**src/rtl/coinc_timer_pkg.sv**
```systemverilog
// ---------------------------------------------------------------------------
// coinc_timer_pkg : window FSM state type and default parameters  | rev 1.0
// ---------------------------------------------------------------------------
`default_nettype none

package coinc_timer_pkg;

  typedef enum logic [0:0] {
    IDLE = 1'b0,
    OPEN = 1'b1
  } win_state_e;

  localparam int DEF_NUM_CH     = 4;
  localparam int DEF_DEB_CYCLES = 16;
  localparam int DEF_WIN_CYCLES = 100;
  localparam int DEF_COUNT_W    = 8;

  // Bits needed to hold values 0..max_val.
  function automatic int cnt_width(input int max_val);
    return $clog2(max_val + 1);
  endfunction

endpackage

`default_nettype wire

```
**src/rtl/coinc_channel.sv**
```systemverilog
// ---------------------------------------------------------------------------
// coinc_channel : synchroniser, debouncer and retriggerable window FSM  | rev 1.0
// ---------------------------------------------------------------------------
`default_nettype none

module coinc_channel
  import coinc_timer_pkg::*;
#(
  parameter int DEB_CYCLES = DEF_DEB_CYCLES,
  parameter int WIN_CYCLES = DEF_WIN_CYCLES
) (
  input  logic clk,
  input  logic rst_n,
  input  logic btn,
  input  logic en,
  output logic deb_out,
  output logic open_win
);

  localparam int DEB_W = cnt_width(DEB_CYCLES);
  localparam int WIN_W = cnt_width(WIN_CYCLES);

  logic             sync1;
  logic             sync2;
  logic             deb;
  logic [DEB_W-1:0] deb_cnt;
  logic             deb_out_d;
  logic             rise;
  win_state_e       state;
  logic [WIN_W-1:0] win_cnt;

  always_ff @(posedge clk or negedge rst_n) begin
    if (!rst_n) begin
      sync1 <= 1'b0;
      sync2 <= 1'b0;
    end else begin
      sync1 <= btn;
      sync2 <= sync1;
    end
  end

  // The mismatch streak reaching DEB_CYCLES flips the level and restarts.
  always_ff @(posedge clk or negedge rst_n) begin
    if (!rst_n) begin
      deb     <= 1'b0;
      deb_cnt <= '0;
    end else if (sync2 == deb) begin
      deb_cnt <= '0;
    end else if (deb_cnt == DEB_W'(DEB_CYCLES - 1)) begin
      deb     <= ~deb;
      deb_cnt <= '0;
    end else begin
      deb_cnt <= deb_cnt + DEB_W'(1);
    end
  end

  assign deb_out = deb & en;
  assign rise    = deb_out & ~deb_out_d;

  always_ff @(posedge clk or negedge rst_n) begin
    if (!rst_n) begin
      deb_out_d <= 1'b0;
      state     <= IDLE;
      win_cnt   <= '0;
    end else begin
      deb_out_d <= deb_out;
      if (!en) begin
        state   <= IDLE;
        win_cnt <= '0;
      end else if (rise) begin
        state   <= OPEN;
        win_cnt <= WIN_W'(WIN_CYCLES);
      end else if (state == OPEN) begin
        if (win_cnt == WIN_W'(1)) begin
          state   <= IDLE;
          win_cnt <= '0;
        end else begin
          win_cnt <= win_cnt - WIN_W'(1);
        end
      end
    end
  end

  assign open_win = (state == OPEN);

endmodule

`default_nettype wire

```
**src/rtl/coincidence_led_timer.sv**
```systemverilog
// ---------------------------------------------------------------------------
// coincidence_led_timer : multi-channel button coincidence detector with LEDs
// Optional event counter enabled by macro COINC_COUNT_EN          | rev 1.0
// ---------------------------------------------------------------------------
`default_nettype none

module coincidence_led_timer
  import coinc_timer_pkg::*;
#(
  parameter int NUM_CH     = DEF_NUM_CH,
  parameter int DEB_CYCLES = DEF_DEB_CYCLES,
  parameter int WIN_CYCLES = DEF_WIN_CYCLES,
  parameter int COUNT_W    = DEF_COUNT_W
) (
  input  logic               clkin,
  input  logic               reset,
  input  logic [NUM_CH-1:0]  btn_in,
  input  logic [NUM_CH-1:0]  ch_en,
  output logic [NUM_CH-1:0]  deb_out,
  output logic [NUM_CH-1:0]  led,
  output logic               coinc_pulse,
  output logic [COUNT_W-1:0] coinc_count
);

  logic [NUM_CH-1:0] open_win;
  logic [NUM_CH-1:0] hit;
  logic              hit_any;
  logic              hit_any_d;

  generate
    for (genvar i = 0; i < NUM_CH; i++) begin : g_ch
      coinc_channel #(
        .DEB_CYCLES (DEB_CYCLES),
        .WIN_CYCLES (WIN_CYCLES)
      ) u_ch (
        .clk      (clkin),
        .rst_n    (reset),
        .btn      (btn_in[i]),
        .en       (ch_en[i]),
        .deb_out  (deb_out[i]),
        .open_win (open_win[i])
      );
    end
  endgenerate

  // A channel hits when its window is open and some other channel is pressed.
  always_comb begin
    hit = '0;
    for (int i = 0; i < NUM_CH; i++) begin
      hit[i] = open_win[i] & (|(deb_out & ~(NUM_CH'(1) << i)));
    end
  end

  assign hit_any = |hit;

  always_ff @(posedge clkin or negedge reset) begin
    if (!reset) begin
      led         <= '0;
      hit_any_d   <= 1'b0;
      coinc_pulse <= 1'b0;
    end else begin
      led         <= deb_out | hit;
      hit_any_d   <= hit_any;
      coinc_pulse <= hit_any & ~hit_any_d;
    end
  end

`ifdef COINC_COUNT_EN
  always_ff @(posedge clkin or negedge reset) begin
    if (!reset) begin
      coinc_count <= '0;
    end else if (hit_any && !hit_any_d && !(&coinc_count)) begin
      coinc_count <= coinc_count + COUNT_W'(1);
    end
  end
`else
  assign coinc_count = '0;
`endif

endmodule

`default_nettype wire

```
**config.mk**
```make
export PLATFORM = sky130hd
export DESIGN_NAME = coincidence_led_timer
export DESIGN_NICKNAME = d
export VERILOG_FILES = /design/src/rtl/coinc_timer_pkg.sv /design/src/rtl/coinc_channel.sv /design/src/rtl/coincidence_led_timer.sv
export SDC_FILE = /design/constraint.sdc
export NUM_CORES = 1
export LEC_CHECK = 0
export ABC_AREA = 1
export BUFFER_PORTS_ARGS = -buffer_cell sky130_fd_sc_hd__buf_2
export CORE_UTILIZATION = 51
export CTS_BUF_LIST = sky130_fd_sc_hd__clkbuf_8
export CTS_CLUSTER_SIZE = 30
export DETAILED_ROUTE_END_ITERATION = 7
export GPL_TIMING_DRIVEN = 0
export PLACE_DENSITY_LB_ADDON = 0.1
export SYNTH_ARGS = -nofsm -noshare
export SYNTH_HDL_FRONTEND = slang
export SYNTH_SLANG_ARGS = --single-unit
```
**constraint.sdc**
```tcl
create_clock -name clkin -period 2.72 [get_ports clkin]
set_clock_uncertainty 0.2 [all_clocks]
set_input_delay 0 -clock clkin [delete_from_list [all_inputs] [get_ports clkin]]
set_output_delay 0 -clock clkin [all_outputs]
set_load 0.02 [all_outputs]
```
==> metrics.md, run 1 <==
| Metric | Value |
|---|---|
| CTS tree | `built` |
| Yosys top cell by area | `dfrtp_1` |
| IO buf count | `18` |
| Final setup vio count | `0` |
| Seq/Total Area, Yosys | `51.4%` |
| Worst-path clk slew | `0.07 ns` |
| Ys Warns | `0` |
| Post-route minimum period | `1.79 ns` |
| Num Clock Sinks | `74` |
| Worst skew pair latency | `0.34 ns` |
| Status | `complete, no violations` |
| Post-synth top area share | `51.4%` |
| GRT Max-Usage Layer | `met2` |
| Drt first pass iters | `4` |
| Count leader, synth | `nand2_1` |
| Worst setup EP type | `register` |
| Crit path cell chain | `nand2_2, nand2_1, o21ai_0, nand2_1, dlygate4sd3_1` |
| Count of cell types in the netlist | `25` |
| Routed WL | `6.25 mm` |
| Dominant synthesized flop cell | `dfrtp_1` |
| FFs w/ async S/R, synth | `100%` |
| Largest family of logic cells by synthesized area | `simple AND/OR/NAND/NOR gates` |
| Cell mode on critical path | `nand2_1` |
| Nets | `481` |
| Row Count | `30` |
| Largest net degree at the start of global routing | `44` |
| Synth Area in Simple Gates | `25.1%` |
| Met1 Use GR | `25.0%` |
| Post-route ant nets | `0` |
| Crit-path slowest cell | `dlygate4sd3_1` |
| Min-delay worst type | `in -> reg` |
| Critical path peak fanout | `5` |
| Critical Path RT | `2.74 ns` |
| EDFF count, synth | `0` |
| Worst Path Buf+Inv | `1` |
| Final Max Slew Viols | `0` |
| Total track usage | `19.4%` |
| Area growth syn-to-layout | `16.7%` |
| CTS H-tree depth | `3` |
| Die footprint | `7410 um2` |
| Mapped Area | `3600 um2` |
| Core ar. | `6790 um2` |
| Clk root buf | `clkbuf_8` |
| Share of post-route cells with drive strength above 1 | `15.8%` |
| Vias after detailed routing | `2649` |
| Gr ovfl total | `0` |
| Initial DRC Count | `71` |
| Mapped Cells | `409` |
| Met2 Usage GRT | `32.2%` |
| Die height | `86.1 um` |
| Worst Setup Start Kind | `register` |
| Fillers | `594` |
| Met3 usage | `3.18%` |
| Xor/xnor share of the synthesized area | `5.10%` |
| Critical path's top delay family | `buffers and inverters` |
| Die width | `86.1 um` |
| # diodes | `0` |
| Initial antenna violation count | `0` |
| Worst Path Arrival | `1.81 ns` |
| Placer congestion estimate | `0.816` |
| Top cells by count, synth | `nand2_1 (94), dfrtp_1 (74), inv_1 (52), nor2_1 (37), nand3_1 (23)` |
| Initial Util | `53.0%` |
| Final instance area | `4210 um2` |
| Top cells by area, synth | `dfrtp_1 (51%), nand2_1 (9.8%), inv_1 (5.4%)` |
| Synth Area in Adders | `4.17%` |
| Avg Inst Size Synth | `8.81 um2` |
| Mux cell area share after synthesis | `0%` |
| Max-cap violation count | `0` |
| Yosys reg bits | `74` |
| Dpl hpwl | `4.64 mm` |
| Setup_tns | `0 ns` |
| Critical path class | `reg -> reg` |
| Via density | `4.74` |
| Pwr Density | `513 nW/um2` |
| Fmax | `560 MHz` |
| Worst VDD drop | `0.298 mV` |
| Routed len/inst | `11.2 um` |
| # IOs | `27` |
| Leakage | `0.00224 uW` |
| Number of remaining DRC errors | `0` |
| Total CTS buffers | `9` |
| Crit share post-route | `65.7%` |
| Critical Path Max Stage Delay | `0.55 ns` |
| Placed cell area | `3860 um2` |
| Number of global-route vias before repair | `2633` |
| Hold Vio Cnt, Final | `0` |
| Longest Clk Path Bufs | `2` |
| RSZ-0062 raised after global routing | `false` |
| Compound-gate portion of the synthesized area | `5.97%` |
| First-pass GRT wire length | `11.2 mm` |
through the flow:
| stage | hold slack [ns] | total power (uW) | utilization (%) | worst slack [ns] | std cells |
|---|---|---|---|---|---|
| after floorplan | -0.496 | 1260 | - | 1.33 | 416 |
| after global placement | -0.0919 | 1310 | 56.5 | 0.983 | 530 |
| after detailed placement | -0.232 | 1320 | 56.9 | 1.19 | 531 |
| after CTS | 0.0861 | 2200 | 61.9 | 0.912 | 559 |
| after global routing | 0.0869 | 2260 | 61.9 | 0.829 | 559 |
| final | 0.109 | 2160 | 61.9 | 0.934 | 559 |
placed cells by master, fill, tap and decap left out, types with 7 or more instances in the layout:
cell | synthesis | layout
a21oi_1 | 13 | 13
buf_2 | 0 | 17
buf_4 | 12 | 13
clkbuf_8 | 0 | 11
conb_1 | 1 | 8
dfrtp_1 | 74 | 74
dlygate4sd3_1 | 0 | 12
ha_1 | 12 | 12
inv_1 | 52 | 52
nand2_1 | 94 | 94
nand3_1 | 23 | 23
nor2_1 | 37 | 37
nor2_2 | 7 | 7
nor3_1 | 7 | 7
o21ai_0 | 20 | 20
xnor2_1 | 7 | 7
xor2_1 | 14 | 14
power breakdown:
group	switching, uW	internal (uW)
Combinational	94.6	65.0
Clock	382	469
Sequential	20.5	1130
final timing paths:
path,depth (start not counted),end,start,slack [ns]
worst max-delay path,5,led[3]$_DFF_PN0_,g_ch[0].u_ch.deb$_DFFE_PN0P_,0.93
worst min-delay path,2,g_ch[1].u_ch.sync1$_DFF_PN0_,btn_in[1],0.11
min in group asynchronous,4,g_ch[2].u_ch.deb_cnt[0]$_DFF_PN0_,reset,0.50
worst min register to register,0,g_ch[1].u_ch.sync2$_DFF_PN0_,g_ch[1].u_ch.sync1$_DFF_PN0_,0.15
worst max register to register,5,led[3]$_DFF_PN0_,g_ch[0].u_ch.deb$_DFFE_PN0P_,0.93
max in group asynchronous,4,g_ch[0].u_ch.win_cnt[6]$_DFFE_PN0P_,reset,1.58
kinds of logic (layout without fill, tap and decap cells):
| family | after synthesis | in the layout |
|---|---|---|
| compound gates | 40 | 40 |
| buf+inv | 66 | 113 |
| xor+xnor | 21 | 21 |
| other cells | 1 | 8 |
| fa+ha+maj | 12 | 12 |
| simple gates | 195 | 195 |
| flops | 74 | 74 |
final cells by class:
type / count / area (um2) / share of cell area, %
Inverter: 54 / 203 / 4.82
Sequential cell: 74 / 1850 / 44.0
Clock inverter: 4 / 51.3 / 1.22
Buffer: 12 / 90.1 / 2.14
Multi-Input combinational cell: 276 / 1490 / 35.3
Clock buffer: 11 / 151 / 3.60
Timing Repair Buffer: 32 / 253 / 6.01
Tap cell: 96 / 120 / 2.86
layer usage:
metal  up-vias  wire length [um]
met3         8               141
met4         0               112
met5         -                 0
met1      1224              3110
li1       1383                 -
met2        34              2890
what timing repair did:
| item | 4_1_cts | 5_1_grt |
|---|---|---|
| hold endpoints to repair | 114 | 0 |
| buffers inserted | 0 | 0 |
| hold buffers | 13 | 0 |
| resized for setup | 0 | 0 |
state kept, by name, summed over array words and instances (netlist names):
signal / flops
coinc_pulse: 1
g_ch.u_ch.deb: 4
g_ch.u_ch.deb_cnt: 20
g_ch.u_ch.deb_out_d: 4
g_ch.u_ch.open_win: 4
g_ch.u_ch.sync1: 4
g_ch.u_ch.sync2: 4
g_ch.u_ch.win_cnt: 28
hit_any_d: 1
led: 4
Power figures use the tool's default switching activity.
==> run 2: changes to the inputs <==
==> constraint.sdc (replaced) <==
create_clock -name clkin -period 1.6 [get_ports clkin]
set_clock_uncertainty 0.2 [all_clocks]
set_input_delay 0 -clock clkin [delete_from_list [all_inputs] [get_ports clkin]]
set_output_delay 0 -clock clkin [all_outputs]
set_load 0.02 [all_outputs]
==> run 2 against run 1 <==
Power up 70%. Clock power increased by 69%. Critical path depth shrank 2. Design area hardly changed. Wire length increased by 1.3%. Combinational power grew 67%. First-iteration DRC count grew 2.8%. Maximum frequency up 22%. Non-clock buffer count fell by 3. Critical path type unchanged.
==> metrics.md, run 2 (synthesis gave the netlist of run 1 again) <==
| Metric | Value |
|---|---|
| Status | `complete, no violations` |
| # diodes | `0` |
| Critical path's top delay family | `flip-flops` |
| Longest Clk Path Bufs | `2` |
| Postcts setup bufs | `0` |
| Hold endpoint | `g_ch[1].u_ch.sync1$_DFF_PN0_` |
| Total area of sequential cells | `1850 um2` |
| Worst-path clk slew | `0.07 ns` |
| Final Max Slew Viols | `0` |
| Non-filler cells in the finished layout | `556` |
| R2r worst-path depth | `3` |
| Hold path start | `btn_in[1]` |
| Vias after detailed routing | `2649` |
| Fmax | `682 MHz` |
| Critical Path RT | `1.62 ns` |
| IO buf count | `18` |
| Crit-path slowest cell | `dfrtp_1` |
| Total CTS buffers | `9` |
| Fillers | `591` |
| Crit share post-route | `91.7%` |
| Nets | `478` |
| Area growth syn-to-layout | `16.6%` |
| Worst skew pair latency | `0.34 ns` |
| Most common cell after layout, fill and taps aside | `nand2_1` |
| Core ar. | `6790 um2` |
| Hold depth | `2` |
| Number of global-route vias before repair | `2615` |
| Pwr Density | `871 nW/um2` |
| Final setup vio count | `0` |
| Post-route ant nets | `0` |
| CTS H-tree depth | `3` |
| Min-delay worst type | `in -> reg` |
| Max reg flops | `28` |
| Largest net degree at the start of global routing | `44` |
| Num Clock Sinks | `74` |
| Worst VDD drop | `0.506 mV` |
| CTS tree | `built` |
| Critical Path Max Stage Delay | `0.40 ns` |
| Placed Cells | `531` |
| Leakage | `0.00222 uW` |
| Die width | `86.1 um` |
| Worst Path Buf+Inv | `1` |
| Critical path peak fanout | `6` |
| Worst setup EP type | `register` |
| Largest registers | `g_ch.u_ch.win_cnt (28), g_ch.u_ch.deb_cnt (20)` |
| Gr ovfl total | `0` |
| Multi-input gate area | `1520 um2` |
| Clk root buf | `clkbuf_8` |
| Routed len/inst | `11.4 um` |
| Routed WL | `6.33 mm` |
| Row Count | `30` |
| Drt first pass iters | `4` |
| Initial DRC Count | `73` |
| Initial Util | `53.0%` |
| Die footprint | `7410 um2` |
| Dpl hpwl | `4.64 mm` |
| R2r setup slk | `0.13 ns` |
| Die height | `86.1 um` |
| Hold Vio Cnt, Final | `0` |
| Worst R2R End | `g_ch[2].u_ch.win_cnt[1]$_DFFE_PN0P_` |
| Via density | `4.76` |
| Share of post-route cells with drive strength above 1 | `17.8%` |
| RSZ-0062 raised after global routing | `false` |
| Worst reg2reg startpoint | `g_ch[2].u_ch.win_cnt[0]$_DFFE_PN0P_` |
| Post-route minimum period | `1.47 ns` |
| # IOs | `27` |
| Most flops, register | `g_ch.u_ch.win_cnt` |
| Worst Setup Start Kind | `register` |
| Placer congestion estimate | `0.816` |
| Max-cap violation count | `0` |
| Design Power | `3660 uW` |
| Worst Path Arrival | `1.48 ns` |
| Critical path class | `reg -> reg` |
| Total track usage | `19.4%` |
| Initial antenna violation count | `0` |
| Commonest non-fill, non-tap cells in the layout | `nand2_1 (94), dfrtp_1 (74), inv_1 (49), nor2_1 (36), nand3_1 (23)` |
| Number of remaining DRC errors | `0` |
| First-pass GRT wire length | `11.2 mm` |
| Crit path cell chain | `inv_2, ha_2, o41ai_2` |
## run 2: changes by cell type in the layout (fill, tap and decap cells not counted), moves of 2 or more
cell / previous run / this run
nor3_2: 5 / 7
nor3_1: 7 / 5
inv_1: 52 / 49
inv_2: 2 / 5
ha_1: 12 / 9
ha_2: 0 / 2
dlygate4sd3_1: 12 / 10
## run 2: worst max path at each step
stage,start,end,slack (ns),cells past startpoint
6_report,g_ch[2].u_ch.win_cnt[0]$_DFFE_PN0P_,g_ch[2].u_ch.win_cnt[1]$_DFFE_PN0P_,0.13,3
5_1_grt,g_ch[2].u_ch.win_cnt[1]$_DFFE_PN0P_,g_ch[2].u_ch.win_cnt[4]$_DFFE_PN0P_,0.003,7
4_1_cts,g_ch[3].u_ch.win_cnt[0]$_DFFE_PN0P_,g_ch[3].u_ch.win_cnt[4]$_DFFE_PN0P_,0.05,6
3_5_place_dp,g_ch[3].u_ch.win_cnt[0]$_DFFE_PN0P_,g_ch[3].u_ch.win_cnt[4]$_DFFE_PN0P_,0.07,6
3_3_place_gp,reset,g_ch[1].u_ch.win_cnt[4]$_DFFE_PN0P_,-0.14,1
2_1_floorplan,g_ch[2].u_ch.win_cnt[0]$_DFFE_PN0P_,g_ch[2].u_ch.win_cnt[4]$_DFFE_PN0P_,0.21,7
## run 2: worst reg2reg max path, stage by stage (launching register included)
cell and delay [ns]:
dfrtp_1 0.40, inv_2 0.10, ha_2 0.29, o41ai_2 0.37
## run 2: routing by layer
metal	part of all wire [%]	routed length [um]	GRT usage (%)
met2	47	3000	32.3
met4	2.0	124	8.94
met3	2.3	148	3.18
met1	48	3060	24.9
met5	0	0	0
## run 2: what timing repair did
action | CTS | global route
setup endpoints to repair | 0 | 9
hold buffers | 10 | 0
resized for setup | 0 | 11
hold endpoints to repair | 114 | 0
## run 2: metrics by stage
stage | hold slack, ns | util [%] | setup TNS, ns | setup slack [ns] | instance area (um2)
finish | 0.108 | 61.9 | 0 | 0.133 | 4200
global route | 0.0869 | 61.9 | 0 | 0.00301 | 4200
CTS | 0.0861 | 61.3 | 0 | 0.0541 | 4170
detailed placement | -0.232 | 56.9 | 0 | 0.0747 | 3860
global placement | -0.0919 | 56.5 | -9.65 | -0.137 | 3840
floorplan | -0.496 | - | 0 | 0.207 | 3630
## run 2: report_power, final
group / internal, uW / leakage [uW] / switching, uW
Clock: 797 / 0.000101 / 646
Combinational: 107 / 0.00112 / 160
Sequential: 1920 / 0.00100 / 35.3
Total: 2820 / 0.00222 / 841
## run 2: final cells by class
| class | instances | share of cell area [%] |
|---|---|---|
| Multi-Input combinational cell | 276 | 36.2 |
| Clock buffer | 11 | 3.60 |
| Timing Repair Buffer | 29 | 5.06 |
| Clock inverter | 4 | 1.22 |
| Tap cell | 96 | 2.86 |
| Buffer | 12 | 2.14 |
| Sequential cell | 74 | 44.1 |
| Inverter | 54 | 4.82 |
==> run 3: changes to the inputs <==
--- a/config.mk
+++ b/config.mk
@@ -5,7 +5,6 @@
 export SDC_FILE = /design/constraint.sdc
 export NUM_CORES = 1
 export LEC_CHECK = 0
-export ABC_AREA = 1
 export BUFFER_PORTS_ARGS = -buffer_cell sky130_fd_sc_hd__buf_2
 export CORE_UTILIZATION = 51
 export CTS_BUF_LIST = sky130_fd_sc_hd__clkbuf_8
==> run 3 against run 2 <==
The flow now finishes with violations (negative setup slack). Non-clock buffer count grew 28. Via count shrank 7.2%. Maximum frequency shrank 18%. Core utilization grew 7.4 points. Die area shrank 5.3%. Setup slack lost 0.33 ns. Synthesized area shrank 5.5%. Highest routed layer unchanged. Sequential share of layout area shrank 2.0 points. Largest cell class unchanged. Combinational power shrank 30%. Clock power is essentially flat. Sequential cell count is the same.
==> metrics.md, run 3 <==
| Metric | Value |
|---|---|
| Dpl hpwl | `4.02 mm` |
| Die footprint | `7010 um2` |
| Row Count | `29` |
| Drt first pass iters | `4` |
| Worst VDD drop | `0.703 mV` |
| Placer congestion estimate | `0.781` |
| # diodes | `0` |
| Ys Warns | `0` |
| Commonest non-fill, non-tap cells in the layout | `dfrtp_1 (66), buf_4 (36), nor2_1 (29), nand2_1 (27), buf_2 (17)` |
| Worst skew pair latency | `0.35 ns` |
| # IOs | `27` |
| Top cells by area, synth | `dfrtp_1 (54%), ha_1 (4.4%), nor2_1 (3.4%)` |
| Total track usage | `19.3%` |
| Internal | `2780 uW` |
| Gr ovfl total | `0` |
| Max reg flops | `28` |
| Yosys reg bits | `74` |
| Via density | `5.22` |
| Worst-Margin Slew | `0.813 ns` |
| Switching Fraction | `22.5%` |
| Setup ws final | `-0.195 ns` |
| RSZ-0062 raised after global routing | `true` |
| Placed cell area | `3700 um2` |
| First-pass GRT wire length | `10.7 mm` |
| Final instance area | `4420 um2` |
| Seq/Total Area, Yosys | `54.4%` |
| Initial Util | `53.4%` |
| Initial antenna violation count | `0` |
| Status | `finished with violations` |
| Final Max Slew Viols | `0` |
| Critical path class | `reg -> reg` |
| Crit path cell chain | `or3_4, nor4b_4, buf_4, or3_1, a31oi_1` |
| Vias after detailed routing | `2459` |
| Post-route ant nets | `0` |
| CTS H-tree depth | `3` |
| Sequential power share | `53.7%` |
| Post-place setup slack | `-0.220 ns` |
| FFs w/ async S/R, synth | `100%` |
| Count of cell types in the netlist | `52` |
| Hold Vio Cnt, Final | `0` |
| Critical path peak fanout | `5` |
| Max-cap violation count | `0` |
| Critical Path Max Stage Delay | `0.41 ns` |
| Most flops, register | `g_ch.u_ch.win_cnt` |
| Share of post-route cells with drive strength above 1 | `34.8%` |
| Total CTS buffers | `9` |
| Hold slack | `0.0910 ns` |
| Num Clock Sinks | `74` |
| Min-delay worst type | `in -> reg` |
| Yosys top cell by area | `dfrtp_1` |
| Mapped Cells | `316` |
| Area growth syn-to-layout | `29.8%` |
| Hold depth | `2` |
| Crit share post-route | `112%` |
| Longest Clk Path Bufs | `2` |
| Fillers | `472` |
| Avg Inst Size Synth | `10.8 um2` |
| Clk root buf | `clkbuf_8` |
| Placed Cells | `419` |
| Core ar. | `6390 um2` |
| Largest registers | `g_ch.u_ch.win_cnt (28), g_ch.u_ch.deb_cnt (20)` |
| Number of global-route vias before repair | `2387` |
| Clk pwr share | `41.0%` |
| EDFF count, synth | `0` |
| Die width | `83.7 um` |
| Final setup vio count | `19` |
| Worst setup EP type | `register` |
| Number of remaining DRC errors | `0` |
| Die height | `83.7 um` |
| Post-synth top area share | `54.4%` |
| Pwr Density | `812 nW/um2` |
| Dominant synthesized flop cell | `dfrtp_1` |
| Mapped Area | `3410 um2` |
| R2r worst-path depth | `5` |
| Non-filler cells in the finished layout | `471` |
| Routed WL | `6.62 mm` |
| Post-route minimum period | `1.80 ns` |
| Failing checks | `negative setup slack` |
| Top cells by count, synth | `dfrtp_1 (74), nor2_1 (31), nand2_1 (27), inv_1 (20), xor2_1 (13)` |
| Crit-path slowest cell | `or3_4` |
| Leakage | `0.00218 uW` |
| Largest net degree at the start of global routing | `56` |
| Critical Path RT | `1.62 ns` |
| Worst-path clk slew | `0.07 ns` |
| IO buf count | `18` |
| Count leader, synth | `dfrtp_1` |
| Sw Pwr | `808 uW` |
| Relative slew margins | `45.8%` |
| Worst Path Arrival | `1.82 ns` |
| Initial DRC Count | `136` |
| Routed len/inst | `14.1 um` |
| Worst Setup Start Kind | `register` |
| Nets | `411` |
| Most common cell after layout, fill and taps aside | `dfrtp_1` |
| Fmax | `557 MHz` |
| CTS tree | `built` |
| Comb pwr share | `5.2%` |
-- run 3: changes by cell type in the layout (fill, tap and decap cells not counted), sizes merged, moves of 6 or more --
cell	previous run	this run
a21oi	13	7
buf	31	56
inv	54	22
nand2	99	27
nand2b	0	10
nand3	25	10
nand4	8	1
nor2	46	31
o21ai	23	7
or3	0	7
-- run 3: cell families after synthesis --
group / share of synthesized area [%]
AOI/OAI and AO/OA: 9.11
xor gates and xnor gates: 5.14
adders and majority gates: 4.41
buffers and inverters: 5.18
DFF: 54.4
muxes: 2.24
other: 0.110
and+or+nand+nor: 19.5
-- run 3: worst max-delay path: cells and delay by family, from the launching register on --
kind            cells  cell delay (ns)
buf+inv             1             0.19
flops               1             0.38
simple gates        3             0.82
compound gates      1             0.07
-- run 3: power by group through the flow --
| stage | clock network, uW | logic (uW) | registers (uW) |
|---|---|---|---|
| 2_1_floorplan | 0 | 90.2 | 1960 |
| 6_report | 1470 | 188 | 1930 |
| 5_1_grt | 1570 | 214 | 1930 |
| 3_3_place_gp | 0 | 153 | 1960 |
| 3_5_place_dp | 0 | 163 | 1970 |
| 4_1_cts | 1500 | 185 | 1930 |
-- run 3: final timing paths --
| path | endpoint | slack [ns] | from |
|---|---|---|---|
| min in group asynchronous | g_ch[1].u_ch.deb_cnt[2]$_DFF_PN0_ | 0.25 | reset |
| min | g_ch[0].u_ch.sync1$_DFF_PN0_ | 0.09 | btn_in[0] |
| max | g_ch[2].u_ch.win_cnt[5]$_DFFE_PN0P_ | -0.20 | g_ch[2].u_ch.win_cnt[5]$_DFFE_PN0P_ |
| max in group asynchronous | g_ch[3].u_ch.win_cnt[2]$_DFFE_PN0P_ | 0.32 | reset |
| min reg2reg | g_ch[3].u_ch.sync2$_DFF_PN0_ | 0.16 | g_ch[3].u_ch.sync1$_DFF_PN0_ |
| max reg2reg | g_ch[2].u_ch.win_cnt[5]$_DFFE_PN0P_ | -0.20 | g_ch[2].u_ch.win_cnt[5]$_DFFE_PN0P_ |
-- run 3: final cells by class --
class                   instances  area, um2  area share (%)
repair buffers                 55        428            9.67
well taps                      77       96.3            2.18
inverters                      21       78.8            1.78
clock inverters                 5       53.8            1.22
flip-flops and latches         74       1860            42.1
clock buffers                  11        151            3.42
multi-input cells             214       1650            37.4
plain buffers                  14        100            2.26
-- run 3: what timing repair did --
item | in CTS | in global routing
endpoints found under the setup margin | 24 | 47
hold buffers | 11 | 0
pin swaps | 17 | 15
resized for setup | 17 | 40
endpoints found under the hold margin | 118 | 0
buffers inserted | 12 | 13
-- run 3: metal layers --
| layer | global-route usage, % | vias to the layer above | part of all wire [%] |
|---|---|---|---|
| met5 | 0 | - | 0 |
| met1 | 25.8 | 1185 | 45 |
| met4 | 9.86 | 0 | 3.0 |
| li1 | - | 1207 | - |
| met3 | 4.06 | 19 | 3.1 |
| met2 | 29.7 | 48 | 49 |
-- run 3: through the flow --
step | total power [uW] | utilization [%] | setup TNS [ns]
after global routing | 3720 | 69.3 | -3.35
after detailed placement | 2130 | 58.0 | -2.62
final | 3590 | 69.3 | -1.96
after global placement | 2120 | 57.5 | -10.80
after CTS | 3620 | 65.2 | -1.85
after floorplan | 2050 | - | -0.878
